--- config.mk ---
export PLATFORM = sky130hd
export DESIGN_NAME = hazard_ctrl
export DESIGN_NICKNAME = d
export VERILOG_FILES = /design/src/rtl/hazard_ctrl_pkg.sv /design/src/rtl/hazard_ctrl_load_use.sv /design/src/rtl/hazard_ctrl.sv
export SDC_FILE = /design/constraint.sdc
export NUM_CORES = 1
export LEC_CHECK = 0
export BUFFER_PORTS_ARGS = -buffer_cell sky130_fd_sc_hd__buf_4
export CAP_MARGIN = 20
export CORE_MARGIN = 1.5
export CORE_UTILIZATION = 53
export DETAILED_ROUTE_END_ITERATION = 6
export MAX_ROUTING_LAYER = met4
export PLACE_DENSITY = 0.81
export SLEW_MARGIN = 20
export SYNTH_ARGS = -nofsm -noshare
export SYNTH_HDL_FRONTEND = slang
export SYNTH_SLANG_ARGS = --single-unit
--- constraint.sdc ---
create_clock -name clk -period 5.3 [get_ports clk]
set_input_delay 0.265 -clock clk [delete_from_list [all_inputs] [get_ports clk]]
set_output_delay 0.265 -clock clk [all_outputs]
set_load 0.1 [all_outputs]
--- src/rtl/hazard_ctrl_pkg.sv ---
// Shared types for the pipeline hazard controller: control levels, register
// addresses and the controller's FSM states.
package definitions;

    typedef enum logic {
        DISABLE = 1'b0,
        ENABLE  = 1'b1
    } Signal;

    typedef logic [4:0] RegAddr;

    typedef enum logic [1:0] {
        RUN   = 2'd0,
        MULTI = 2'd1,
        FLUSH = 2'd2
    } HazState;

    // Writes to the hard-wired zero register never create a dependency.
    localparam RegAddr ZERO_REG = 5'd0;

endpackage

--- src/rtl/hazard_ctrl_load_use.sv ---
// Load-use hazard detect: the FD instruction reads the register a load in EX writes.
// Purely combinational; zero latency, no flow control.
module load_use_detect
    import definitions::*;
(
    input  RegAddr fd_rs1,
    input  RegAddr fd_rs2,
    input  Signal  fd_uses_rs1,
    input  Signal  fd_uses_rs2,
    input  RegAddr dx_rd,
    input  Signal  dx_reg_write,
    input  Signal  dx_mem_read,
    output logic   lu
);

    logic rs1_hit;
    logic rs2_hit;

    always_comb begin
        rs1_hit = (fd_uses_rs1 == ENABLE) && (fd_rs1 == dx_rd);
        rs2_hit = (fd_uses_rs2 == ENABLE) && (fd_rs2 == dx_rd);
        lu      = (dx_mem_read == ENABLE) && (dx_reg_write == ENABLE) &&
                  (dx_rd != ZERO_REG) && (rs1_hit || rs2_hit);
    end

endmodule

--- src/rtl/hazard_ctrl.sv ---
// Hazard controller for FD/DX: stalls on load-use and multi-cycle ops, flushes on taken branch.
// Control outputs are combinational (zero latency); stall_count is a saturating registered count.
module hazard_ctrl
    import definitions::*;
#(
    parameter int MUL_LATENCY  = 4,
    parameter int FLUSH_CYCLES = 2,
    parameter int STALL_CNT_W  = 16
) (
    input  logic                   clk,
    input  logic                   rst,
    input  RegAddr                 fd_rs1,
    input  RegAddr                 fd_rs2,
    input  Signal                  fd_uses_rs1,
    input  Signal                  fd_uses_rs2,
    input  RegAddr                 dx_rd,
    input  Signal                  dx_reg_write,
    input  Signal                  dx_mem_read,
    input  Signal                  dx_multi,
    input  Signal                  branch_taken,
    output Signal                  pc_stall,
    output Signal                  fd_stall,
    output Signal                  fd_flush,
    output Signal                  dx_bubble,
    output Signal                  dx_stall,
    output logic [STALL_CNT_W-1:0] stall_count
);

    // The RUN cycle that detects the event is the first of the sequence, so
    // the counter only covers the remaining cycles after the first FSM cycle.
    localparam int MUL_LOAD = (MUL_LATENCY > 3) ? MUL_LATENCY - 3 : 0;
    localparam int FL_LOAD  = (FLUSH_CYCLES > 2) ? FLUSH_CYCLES - 2 : 0;
    localparam int CNT_MAX  = (MUL_LOAD > FL_LOAD) ? MUL_LOAD : FL_LOAD;
    localparam int CNT_W    = (CNT_MAX > 0) ? $clog2(CNT_MAX + 1) : 1;

    HazState                  state_q, state_d;
    logic [CNT_W-1:0]         cnt_q, cnt_d;
    logic [STALL_CNT_W-1:0]   stall_count_q, stall_count_d;
    logic                     lu;

    load_use_detect u_load_use_detect (
        .fd_rs1       (fd_rs1),
        .fd_rs2       (fd_rs2),
        .fd_uses_rs1  (fd_uses_rs1),
        .fd_uses_rs2  (fd_uses_rs2),
        .dx_rd        (dx_rd),
        .dx_reg_write (dx_reg_write),
        .dx_mem_read  (dx_mem_read),
        .lu           (lu)
    );

    always_comb begin
        state_d   = state_q;
        cnt_d     = cnt_q;
        pc_stall  = DISABLE;
        fd_stall  = DISABLE;
        fd_flush  = DISABLE;
        dx_bubble = DISABLE;
        dx_stall  = DISABLE;

        unique case (state_q)
            RUN: begin
                if (branch_taken == ENABLE) begin
                    fd_flush  = ENABLE;
                    dx_bubble = ENABLE;
                    if (FLUSH_CYCLES > 1) begin
                        cnt_d   = CNT_W'(FL_LOAD);
                        state_d = FLUSH;
                    end
                end else if ((dx_multi == ENABLE) && (MUL_LATENCY > 1)) begin
                    pc_stall = ENABLE;
                    fd_stall = ENABLE;
                    dx_stall = ENABLE;
                    if (MUL_LATENCY > 2) begin
                        cnt_d   = CNT_W'(MUL_LOAD);
                        state_d = MULTI;
                    end
                end else if (lu) begin
                    pc_stall  = ENABLE;
                    fd_stall  = ENABLE;
                    dx_bubble = ENABLE;
                end
            end
            MULTI: begin
                pc_stall = ENABLE;
                fd_stall = ENABLE;
                dx_stall = ENABLE;
                if (cnt_q == '0) state_d = RUN;
                else             cnt_d   = cnt_q - CNT_W'(1);
            end
            FLUSH: begin
                fd_flush = ENABLE;
                if (cnt_q == '0) state_d = RUN;
                else             cnt_d   = cnt_q - CNT_W'(1);
            end
            default: state_d = RUN;
        endcase

        // Outputs read as idle for the whole reset cycle, even mid-sequence.
        if (rst) begin
            pc_stall  = DISABLE;
            fd_stall  = DISABLE;
            fd_flush  = DISABLE;
            dx_bubble = DISABLE;
            dx_stall  = DISABLE;
        end
    end

    always_comb begin
        stall_count_d = stall_count_q;
        if ((pc_stall == ENABLE) && (stall_count_q != '1))
            stall_count_d = stall_count_q + STALL_CNT_W'(1);
    end

    always_ff @(posedge clk) begin
        if (rst) begin
            state_q       <= RUN;
            cnt_q         <= '0;
            stall_count_q <= '0;
        end else begin
            state_q       <= state_d;
            cnt_q         <= cnt_d;
            stall_count_q <= stall_count_d;
        end
    end

    assign stall_count = rst ? '0 : stall_count_q;

endmodule

== Yosys cells after proc, flatten, opt, wreduce, memory -nomap -nowiden ==
Index checks and enable logic that the tools add are counted.

* Register bits: 19
* Bits in latches: 0
* Bits in writable memories: 0
* Memory bits (read-only): 0
* Input port bits: 23
* Output and inout bits: 21
* Word-level logic and storage cells: 50
* Memories kept: 0

* Add/subtract/negate cells: 2
* $mul: 0
* Div/mod/pow operators: 0
* Order comparisons: 0
* Equal/unequal tests: 7
* Shifts and indexed selects: 0
* Multiplexer cells: 25
* Bitwise operators: 0
* Reductions and logical operators: 13

{| class="wikitable"
|+ Operators with widths
! operator !! number
|-
| 16-bit by 1-bit adder with 16-bit output, second input constant || 1
|-
| 1-bit two-way mux || 16
|-
| 16-bit two-way mux || 1
|-
| 16-bit != test, second input constant || 1
|-
| 5-bit == test || 2
|-
| 1-bit case mux with 2 select lines || 4
|-
| 1-bit logical AND || 6
|-
| 2-bit two-way mux || 3
|-
| 5-bit nonzero test || 1
|-
| 2-bit case mux with 2 select lines || 1
|-
| 2-bit AND reduction || 2
|-
| 3-bit != test, second input constant || 1
|-
| 2-bit by 1-bit == test with 1-bit output, second input constant || 1
|-
| 2-bit == test, second input constant || 1
|-
| 2-bit logical NOT || 1
|-
| 2-bit != test, second input constant || 1
|-
| 2-bit nonzero test || 1
|-
| 2-bit OR reduction || 1
|-
| 1-bit logical OR || 1
|-
| 1-bit subtractor, second input constant || 1
|}

== Longest topological paths before layout ==
* Word-level depth: 10
* Depth in mapped cells: 10
* Gate-level depth less buffers: 8

== Modules after synthesis ==
A second synthesis with hierarchy kept.

* Cell total of the unflattened synthesis: 164
* Area, all modules: 1,353.8 um^2

{| class="wikitable"
|+ Modules (own cells, without submodules)
! module !! times used !! cells an instance !! area an instance (um^2) !! seq. area each (um^2)
|-
| hazard_ctrl || 1 || 147 || 1,218.7 || 380.4
|-
| load_use_detect || 1 || 17 || 135.1 || 0.0
|}

== Worst setup path before layout ==
Ideal clock, no wire load.

* Path type: in2out
* From: in dx_rd[0]
* To: out pc_stall
* Arrival: 3.738 ns
* Required time: 5.035 ns
* Slack: 1.297 ns
* Stages: 6
* Path through: xnor2_1 > nand4_1 > o22ai_1 > nand2b_1 > o31ai_1 > buf_4

* Word-level cells in the longest chain between the ends: 9

{| class="wikitable"
|+ Ends and longest elaborated chain
! item !! line !! text
|-
| from (decl) || hazard_ctrl.sv:16 || <nowiki>input RegAddr dx_rd,</nowiki>
|-
| 5-bit == test (on tied branches) || hazard_ctrl_load_use.sv:20, hazard_ctrl_load_use.sv:21 ||
|-
| 1-bit logical AND (on tied branches) || hazard_ctrl_load_use.sv:20, hazard_ctrl_load_use.sv:21 ||
|-
| 1-bit logical OR || hazard_ctrl_load_use.sv:23 || <nowiki>(dx_rd != ZERO_REG) && (rs1_hit || rs2_hit);</nowiki>
|-
| 1-bit logical AND (*) || hazard_ctrl_load_use.sv:23 ||
|-
| 1-bit two-way mux (*) (3 in series) || - ||
|-
| 1-bit case mux with 2 select lines (*) || - ||
|-
| 1-bit two-way mux (*) || - ||
|-
| to (decl) || hazard_ctrl.sv:21 || <nowiki>output Signal pc_stall,</nowiki>
|}

Mark *: on every way between the ends. The rest lies on a longest branch, timed or not.

== Worst setup path after layout ==
* From: reg state_q[0]
* To: reg stall_count_q[10]

* Word-level cells in the longest chain between the ends: 4

{| class="wikitable"
|+ Ends and longest elaborated chain
! item !! line !! text
|-
| from (decl) || hazard_ctrl.sv:36 || <nowiki>HazState state_q, state_d;</nowiki>
|-
| from (signal assigned) || hazard_ctrl.sv:121 || <nowiki>state_q <= state_d;</nowiki>
|-
| 2-bit by 1-bit == test with 1-bit output or 2-bit logical NOT (tied branches) || hazard_ctrl.sv:61 || <nowiki>unique case (state_q)</nowiki>
|-
| 1-bit case mux with 2 select lines (*) || hazard_ctrl.sv:61 ||
|-
| 1-bit two-way mux (*) || hazard_ctrl.sv:100 || <nowiki>if (rst) begin</nowiki>
|-
| 1-bit logical AND (*) || hazard_ctrl.sv:111 || <nowiki>if ((pc_stall == ENABLE) && (stall_count_q != '1))</nowiki>
|-
| to (signal assigned) || hazard_ctrl.sv:123 || <nowiki>stall_count_q <= stall_count_d;</nowiki>
|-
| to (decl) || hazard_ctrl.sv:38 || <nowiki>logic [STALL_CNT_W-1:0] stall_count_q, stall_count_d;</nowiki>
|}

Marked as above.
A chain may end at the register's enable or synchronous reset.

==> reports/qor.csv <==
metric,value,unit
run status,finished clean,
Max-Cap Viols,0,
Fin Hold WS,0.285,ns
post_cts resized,0,
die height,51.6,um
Post-synth ARST share,0,%
Synth Cell Area,1250,sq um
"EDFF count, synth",0,
area added between synthesis and finish,28.1,%
vias in the first global route,1089,
CP max FO,21,
hold path depth,3,
CP cell instances,inv_1 > ha_1 > and3b_1 > o21ai_0 > nor2_1 > a21oi_2 > nor3_1 > mux2_4,
Initial Util,56.5,%
CP max stage delay,0.60,ns
Hold Fails Final Rpt,0,
worst hold start,branch_taken,
met2 Use GR,40.2,%
later-pin clock latency in the skew report,0.30,ns
Die Wd,51.6,um
die area,2660,sq um
measured slew at the worst slew-check pin,0.782,ns
Levels on crit path,8,
core area,2210,sq um
"Data required, critical path",5.48,ns
vias,1237,
Routability Congestion,0.855,
final non-filler cell total,223,
final non-filler cell area,1600,sq um
Wirelength per Cell,12.2,um
Vias/cell,5.55,
H-tree depth,1,
power per cell area,187,nW/um^2
met1 usage,26.2,%
crit path DAT,2.69,ns
worst min-delay path category,in2reg,
"CP delay by family, top",compound AO/OA/AOI/OAI gates,
GRT met3 Usage,3.45,%
Num CTS Buffers,3,
RR Startpoint,state_q[0],
Mapped Cells,154,
Max Buffers Root-to-Sink,2,
first-pass GRT wire length,4.45,mm
Worst path slowest cell,a21oi_2,
Tot GR Track Use,22.6,%
FMAX,0.399,GHz
"antenna viol nets, final",0,
Ys Warns,0,
root buffer cell,clkbuf_4,
n_diodes,0,
hold endpoint,state_q[1],
hold buffer count at CTS,0,
Synth Net Count,181,
placed standard-cell area,1570,sq um
initial antenna violation count,0,
Crit Path Class,reg2reg,
fill count,191,
Slew headroom,47.9,%
max-slew violation count,0,
"flops & latches, synth",19,
# DRC,0,
IO Pins,44,
R2R Path End,stall_count_q[10],
nets,223,
setup TNS,0,ns
Port Buffers,43,
critical path launch point type,flip-flop,
endpoints failing setup,0,
R2R cell count,8,
Crit path buffers/inverters,1,
TritonCTS clock tree,built,
Iter 0 DRT Violations,32,
final WL,2.73,mm
largest net degree at the start of global routing,34,
drt pass-1 iters,4,
Congestion Overflow GR,0,
mean post-synth cell area,8.12,sq um
"Seq/Total Area, Yosys",30.4,%
Detail Placement HPWL,2.11,mm
clock skew,0.0130,ns
Leakage,0.663,nW
RSZ-0062 raised after global routing,no,
VDD IR max,0.000173,V
crit path capture type,flip-flop,
layout cells sized above 1,28.7,%
final core occ,72.4,%
FF-to-FF setup slack,2.79,ns
row count,17,
"Reg clk slew, reported paths",0.10,ns
clk sink count,19,
Netlist cell types,31,
Placed Cells,219,
Most used DFF post-synth,dfxtp_1,
post-CTS setup buffers,0,
GRT busiest layer,met2,
period utilisation layout,47.3,%
minimum clock period,2.51,ns
stage by stage:
step           power, mW  setup WS, ns
2_1_floorplan      0.207          1.30
3_3_place_gp       0.229          2.87
3_5_place_dp       0.230          2.81
4_1_cts            0.304          2.78
5_1_grt            0.317          2.61
6_report           0.300          2.79
cell families after synthesis:
family	share of synthesized area, %
compound gates	14.2
xor+xnor	7.71
fa+ha+maj	4.00
buf+inv	5.11
flops	30.4
mux	8.91
simple gates	29.6
per-layer routing:
layer | up-vias | share of wire, % | routed length, um
met5 | - | 0 | 0
met4 | 0 | 0.73 | 20
met3 | 2 | 5.1 | 138
met1 | 566 | 44 | 1190
met2 | 43 | 50 | 1370
li1 | 626 | - | -
cell type report:
type / count / area, sq um / share of cell area [%]
multi-input cells: 121 / 806 / 50.3
flip-flops and latches: 19 / 380 / 23.7
inverters: 8 / 30.0 / 1.87
clock buffers: 3 / 22.5 / 1.41
repair buffers: 43 / 323 / 20.2
well taps: 28 / 35.0 / 2.19
clock inverters: 1 / 5.00 / 0.312
report_power, final:
part	leakage, nW	internal, mW	switching, mW
Sequential	0.154	0.145	0.00224
Clock	0.0177	0.0281	0.0450
Combinational	0.492	0.0294	0.0502
Total	0.663	0.203	0.0974
synthesized netlist by cell type (3+ instances only):
cell / n / share of area (%)
or3_1: 3 / 1.5
o21ai_0: 9 / 3.6
nor2_1: 17 / 5.1
ha_1: 4 / 4.0
nor3_1: 7 / 2.8
nand3_1: 5 / 2.0
nand2_1: 9 / 2.7
a21oi_1: 4 / 1.6
dfxtp_1: 19 / 30
inv_1: 8 / 2.4
mux2_4: 6 / 7.2
buf_4: 3 / 1.8
nor2b_1: 14 / 7.0
nand4_1: 8 / 4.0
clkbuf_1: 3 / 0.90
xnor2_1: 11 / 7.7
o31ai_1: 6 / 3.6
flip-flops by register name, indices dropped and copies added (netlist names):
name,cells
state_q,2
cnt_q,1
stall_count_q,16
worst max path at each step:
stage                                 from                 to  slack (ns)
after floorplan                   dx_rd[0]           pc_stall        1.30
after global routing            state_q[0]  stall_count_q[10]        2.61
final                           state_q[0]  stall_count_q[10]        2.79
after global placement    stall_count_q[0]  stall_count_q[14]        2.87
after CTS                 stall_count_q[0]  stall_count_q[10]        2.78
after detailed placement        state_q[0]  stall_count_q[14]        2.81
placed cells by master (no fill, tap or decap), drive strengths merged, types with 7 or more instances in the layout:
master,instances
buf,43
dfxtp,19
inv,8
mux2,7
nand2,9
nand4,8
nor2,17
nor2b,14
nor3,7
o21ai,9
xnor2,11
worst register-to-register path: cells and delay by family, from the launching register on:
| kind | cells | cell delay (ns) |
|---|---|---|
| DFF | 1 | 0.37 |
| AOI/OAI and AO/OA | 2 | 0.87 |
| buffers and inverters | 1 | 0.07 |
| and+or+nand+nor | 3 | 0.48 |
| muxes | 1 | 0.34 |
| adders and majority gates | 1 | 0.27 |
No activity file was read; power rests on OpenSTA's default activity.
